## config.mk

```make
export PLATFORM = sky130hd
export DESIGN_NAME = vga_sync_gen
export DESIGN_NICKNAME = d
export VERILOG_FILES = /design/src/rtl/vga_sync_gen.sv
export SDC_FILE = /design/constraint.sdc
export NUM_CORES = 1
export LEC_CHECK = 0
export ABC_AREA = 1
export CORE_ASPECT_RATIO = 0.7
export CORE_MARGIN = 5
export CORE_UTILIZATION = 35
export CTS_CLUSTER_DIAMETER = 50
export DETAILED_ROUTE_END_ITERATION = 8
export GPL_ROUTABILITY_DRIVEN = 0
export PLACE_DENSITY = 0.61
export SLEW_MARGIN = 20
export SYNTH_ARGS = -nofsm -noshare
export SYNTH_HDL_FRONTEND = slang
export SYNTH_SLANG_ARGS = --single-unit
```

## constraint.sdc

```tcl
create_clock -name clk -period 4.4 [get_ports clk]
set_clock_uncertainty 0.05 [all_clocks]
set_input_delay 1.1 -clock clk [delete_from_list [all_inputs] [get_ports clk]]
set_output_delay 1.1 -clock clk [all_outputs]
set_load 0.03 [all_outputs]
```

## src/rtl/vga_sync_gen.sv

```systemverilog
// vga_sync_gen: free-running VGA timing generator (640x480@60 default).
// Ports: clk, rst_n (async low), en in; pix_tick, xcoor, ycoor, active,
// hsync, vsync, line_start, frame_start out.
module vga_sync_gen #(
  parameter int   H_ACTIVE = 640,
  parameter int   H_FP     = 16,
  parameter int   H_SYNC   = 96,
  parameter int   H_BP     = 48,
  parameter int   V_ACTIVE = 480,
  parameter int   V_FP     = 10,
  parameter int   V_SYNC   = 2,
  parameter int   V_BP     = 33,
  parameter int   CLK_DIV  = 1,
  parameter logic SYNC_POL = 1'b0
) (
  input  logic       clk,
  input  logic       rst_n,
  input  logic       en,
  output logic       pix_tick,
  output logic [9:0] xcoor,
  output logic [9:0] ycoor,
  output logic       active,
  output logic       hsync,
  output logic       vsync,
  output logic       line_start,
  output logic       frame_start
);

  localparam int H_TOTAL = H_ACTIVE + H_FP + H_SYNC + H_BP;
  localparam int V_TOTAL = V_ACTIVE + V_FP + V_SYNC + V_BP;

  localparam logic [9:0] H_LAST = 10'(H_TOTAL - 1);
  localparam logic [9:0] V_LAST = 10'(V_TOTAL - 1);
  localparam logic [9:0] H_VIS  = 10'(H_ACTIVE);
  localparam logic [9:0] V_VIS  = 10'(V_ACTIVE);
  localparam logic [9:0] HS_BEG = 10'(H_ACTIVE + H_FP);
  localparam logic [9:0] HS_END = 10'(H_ACTIVE + H_FP + H_SYNC);
  localparam logic [9:0] VS_BEG = 10'(V_ACTIVE + V_FP);
  localparam logic [9:0] VS_END = 10'(V_ACTIVE + V_FP + V_SYNC);

  localparam logic [1:0] DIV_LAST = 2'(CLK_DIV - 1);

  logic [1:0] div_cnt;
  logic       h_wrap;
  logic       v_wrap;
  logic [9:0] x_nxt;
  logic [9:0] y_nxt;
  logic       hs_nxt;
  logic       vs_nxt;
  logic       act_nxt;

  assign pix_tick = en && (div_cnt == DIV_LAST);

  always_comb begin
    h_wrap = (xcoor == H_LAST);
    v_wrap = (ycoor == V_LAST);
    x_nxt  = h_wrap ? 10'd0 : xcoor + 10'd1;
    y_nxt  = ycoor;
    if (h_wrap) begin
      y_nxt = v_wrap ? 10'd0 : ycoor + 10'd1;
    end
    // Decode from next values so registered syncs line up with coords.
    hs_nxt  = (x_nxt >= HS_BEG) && (x_nxt < HS_END);
    vs_nxt  = (y_nxt >= VS_BEG) && (y_nxt < VS_END);
    act_nxt = (x_nxt < H_VIS) && (y_nxt < V_VIS);
  end

  always_ff @(posedge clk or negedge rst_n) begin
    if (!rst_n) begin
      div_cnt <= 2'd0;
    end else if (en) begin
      div_cnt <= pix_tick ? 2'd0 : div_cnt + 2'd1;
    end
  end

  always_ff @(posedge clk or negedge rst_n) begin
    if (!rst_n) begin
      xcoor       <= 10'd0;
      ycoor       <= 10'd0;
      active      <= 1'b1;
      hsync       <= ~SYNC_POL;
      vsync       <= ~SYNC_POL;
      line_start  <= 1'b0;
      frame_start <= 1'b0;
    end else begin
      line_start  <= pix_tick && h_wrap;
      frame_start <= pix_tick && h_wrap && v_wrap;
      if (pix_tick) begin
        xcoor  <= x_nxt;
        ycoor  <= y_nxt;
        active <= act_nxt;
        hsync  <= hs_nxt ? SYNC_POL : ~SYNC_POL;
        vsync  <= vs_nxt ? SYNC_POL : ~SYNC_POL;
      end
    end
  end

endmodule

```

# Yosys cells after proc, flatten, opt, wreduce, memory -nomap -nowiden
# Cells that the tools add are included.
# W data, S select, Z words.
totals:
  ff_bits: 27
  latch_bits: 0
  mem_bits_rw: 0
  romBits: 0
  inputBits: 3
  output_inout_bits: 26
  wordCells: 32
  mem_count: 0
op_classes:
  add_sub_neg: 3
  n_mul: 0
  div_mod_pow: 0
  n_lt_le_gt_ge: 6
  n_eq_ne: 2
  shifts: 0
  muxes: 6
  bitwise: 0
  n_reduce_logical: 7
op_table:
  columns: ["op", "n"]
  rows:
  - ["$mux W10", 3]
  - ["$add A10 B1 Y10 const B", 2]
  - ["$eq A10 B10 Y1 const B", 2]
  - ["$lt A10 B10 Y1 const B", 2]
  - ["$lt A10 B9 Y1 const B", 2]
  - ["$ge A10 B10 Y1 const B", 1]
  - ["$ge A10 B9 Y1 const B", 1]
  - ["$logic_and A1 B1 Y1", 6]
  - ["$add A2 B1 Y2 const B", 1]
  - ["$logic_not A2 Y1", 1]
  - ["$mux W1", 2]
  - ["$mux W2", 1]

# Depth between registers and ports, before layout
logic_depth:
  depth_word: 6
  mapped_depth: 14
  ltp_nobuf: 14

# Worst setup path before layout
# Ideal clock, no wire load.
synth_path:
  path_type: "input to output"
  start: "input en"
  end: "output pix_tick"
  t_arrival_ns: 1.868
  setup_slack_ns: 1.382
  path_stages: 3
  path_buffers: 1
  cell_sequence: "nand2_1 clkinv_1 clkbuf_1"
synth_via:
  elab_chain_cells: 1
synth_rtl:
  columns: ["element", "line", "rtl"]
  rows:
  - ["from (decl)", "18", "input logic en,"]
  - ["$logic_and A1 B1 Y1", "52", "assign pix_tick = en && (div_cnt == DIV_LAST);"]
  - ["to (decl)", "19", "output logic pix_tick,"]
# Every way passes these cells.

# Worst setup path after layout
# Same ends and word-level chain as after synthesis.

==> results.ini <==
[timing]
fin_crit_sh_pct=83.15
relSlewSlack_pct=75.81
tns_ps=0
layout_min_cycle_time_ps=3659
finalHoldViolations=0
slew_violations=0
whs_ps=422.3
fmax_mhz=273.3
setup_viol=0
grt_setup_unrepaired=no
tightestPinTransition_ps=362.8
setup_ws_ps=741.3

[clock_tree]
cts_tree=built
cts_root_buffer=clkbuf_8
insertion_delay_ps=270
cts_buffers=3
h-tree-depth=1
cts_resized=0
hold_buffers=0
cts.sinks=27
cts_setup_buffers=0
cts_buffer_depth=2
clk_pin_slew_ps=90

[cells_and_area]
fillCellCount=516
stdcell_area_um2=2171
ff_latch_area_um2=679.4
final_nets=291
utilization_pct=44.90
drive_gt1_share_pct=10.28
multiInputGateArea_um2=910.9
n_antenna_cell=0
area_delta_synth_final_pct=23.14

[logic_synthesis]
yosysWarningCount=0
ys_ff_latch=27
yosys.cell_types.count=27
ys.flop_type=dfrtp_1
yosys.area.top_type_share_pct=34.07
synth-adder-area-share_pct=3.549
synthXorXnorAreaFrac_pct=0.9936
synthMuxAreaShare_pct=0
synth_edf_count=0
synth.most_common_cell=nand2_1
syn_area_um2=1763
synth_compound_area_share_pct=9.794
syn_nets=259
syn_inst=251
synth_simple_gate_area_share_pct=37.33
avgSynthCellArea_um2=7.024
yosysTopAreaCell=dfrtp_1
synth_top_family_by_area=simple AND/OR/NAND/NOR gates
synth_commonest_cells=nand2_1 (72), inv_1 (33), nor2_1 (28)
async_reset_ff_share_pct=100.0
ys_seq_area_share_pct=38.54
synth.area.top_cells=dfrtp_1 (34%), nand2_1 (15%), inv_1 (7.0%)

[placement]
dp_hpwl_mm=3.208
dp_worst_setup_slack_ps=734.6
port_buffers=28
placed_area_um2=2126

[critical_path]
worst_ep_required_time_ps=3250
crit_fanout=5
crit_path_end_kind=output pin
max_stage_delay_ps=680
worstPathArrival_ps=2510
crit_type=input port to output pin
startpoint_type=input port
critPathSlowestCell=clkdlybuf4s50_1
cpMostUsedCell=clkdlybuf4s50_1
crit_chain=clkdlybuf4s50_1, nand2_1, clkinv_1, clkdlybuf4s50_1
cpLargestDelayFamily=buffers and inverters
critPathBufInv=3

[run]
drv_cap=0

[power]
peakVddDrop_mv=0.1993
p_leak_nw=1.010
p_per_area_nw_per_um2=435.8

[run_status]
status=complete, no violations

[routing]
routed_via_density=4.670
first_pass_iters=4
wl_mm=4.230
wl_per_cell_um=12.05
drcViolationCount=0
drt_iter0_drc=87
ant_nets=0
vias=1639

[worst_hold_path]
min_path_type=register to register

[die]
row_count=21
die-height_um=69.38
die_area_um2=6579
core_um2=4835
die_w_um=94.83
initial_core_util_pct=36.46
ioPinCount=29

[global_route]
grt_pass1_vias=1515
grt_max_degree=28
grtUsageTotal_pct=13.59
grt_pass1_wl_mm=7.162
antenna_found_initial=0
overflow=0

==> flip-flops by register name (all words and copies together) (netlist names) <==
signal and cells:
xcoor 10, ycoor 10, div_cnt 2, active 1
frame_start 1, hsync 1, line_start 1, vsync 1
==> cells by family after synthesis <==
| family | Yosys count |
|---|---|
| flip-flops | 27 |
| adder cells (fa/ha/maj) | 5 |
| AND/OR/NAND/NOR | 142 |
| AO/OA/AOI/OAI | 32 |
| XOR/XNOR | 2 |
| buffers and inverters | 43 |
==> final cells by class <==
type / instances / area share, %
multi-input cells: 181 / 41.96
flip-flops and latches: 27 / 31.30
repair buffers: 31 / 13.95
inverters: 39 / 6.744
well taps: 69 / 3.977
clock buffers: 4 / 2.075
==> per-stage QoR <==
stage               power (mW)  std cells
finish                  0.9460        351
floorplan               0.6601        251
global placement        0.8082        347
global route             1.014        351
detailed placement      0.8117        347
CTS                     0.9600        351
==> cell usage in the layout (no fill, tap or decap) <==
master	instances
xnor2_1	1
inv_1	33
o21ai_0	19
inv_2	5
nand2_2	4
nand3_1	20
nand4_2	1
buf_4	3
o21ai_1	4
nor3_1	1
nor2_4	4
clkbuf_8	3
nand2_1	72
dfrtp_1	24
dfstp_2	3
nand2_4	2
clkbuf_1	1
o21a_1	1
xor2_1	1
o21bai_1	4
clkdlybuf4s50_1	28
a21oi_1	4
ha_1	5
nor3_4	1
clkinv_1	1
nor2_1	28
nand4_1	6
nor2_2	3
==> worst reg2reg max path, stage by stage, from the launching register on <==
cell and delay, ps:
dfrtp_1 440, ha_1 210, nand2_2 90, nor2_4 220, nand4_2 210, nand2_1 110, nand2_1 70, nor2_1 140
nand2_1 100, inv_1 60, nand2_1 50, nand2_1 50, nand2_1 50
==> report_power, final <==
part | internal, mW | leakage, nW | switching [mW]
registers | 0.302 | 0.340 | 0.0622
clock network | 0.0649 | 0.0228 | 0.0787
logic | 0.163 | 0.648 | 0.275
total | 0.530 | 1.01 | 0.416
==> metal layers <==
layer  wire (um)  GRT usage (%)
met3         252          3.145
met1        2204          20.25
met4          21          1.440
met2        1752          20.55
met5           0              0
==> final timing paths <==
kind | start | endpoint | slack (ps) | cells after the start
max in group asynchronous | rst_n | vsync | 2840 | 2
hold reg to reg | active | active | 420 | 2
hold / removal | active | active | 420 | 2
setup reg to reg | xcoor[0] | active | 2490 | 12
min in group asynchronous | rst_n | div_cnt[0] | 1140 | 2
setup / recovery | en | pix_tick | 740 | 4
(Power assumes the default switching activity.)
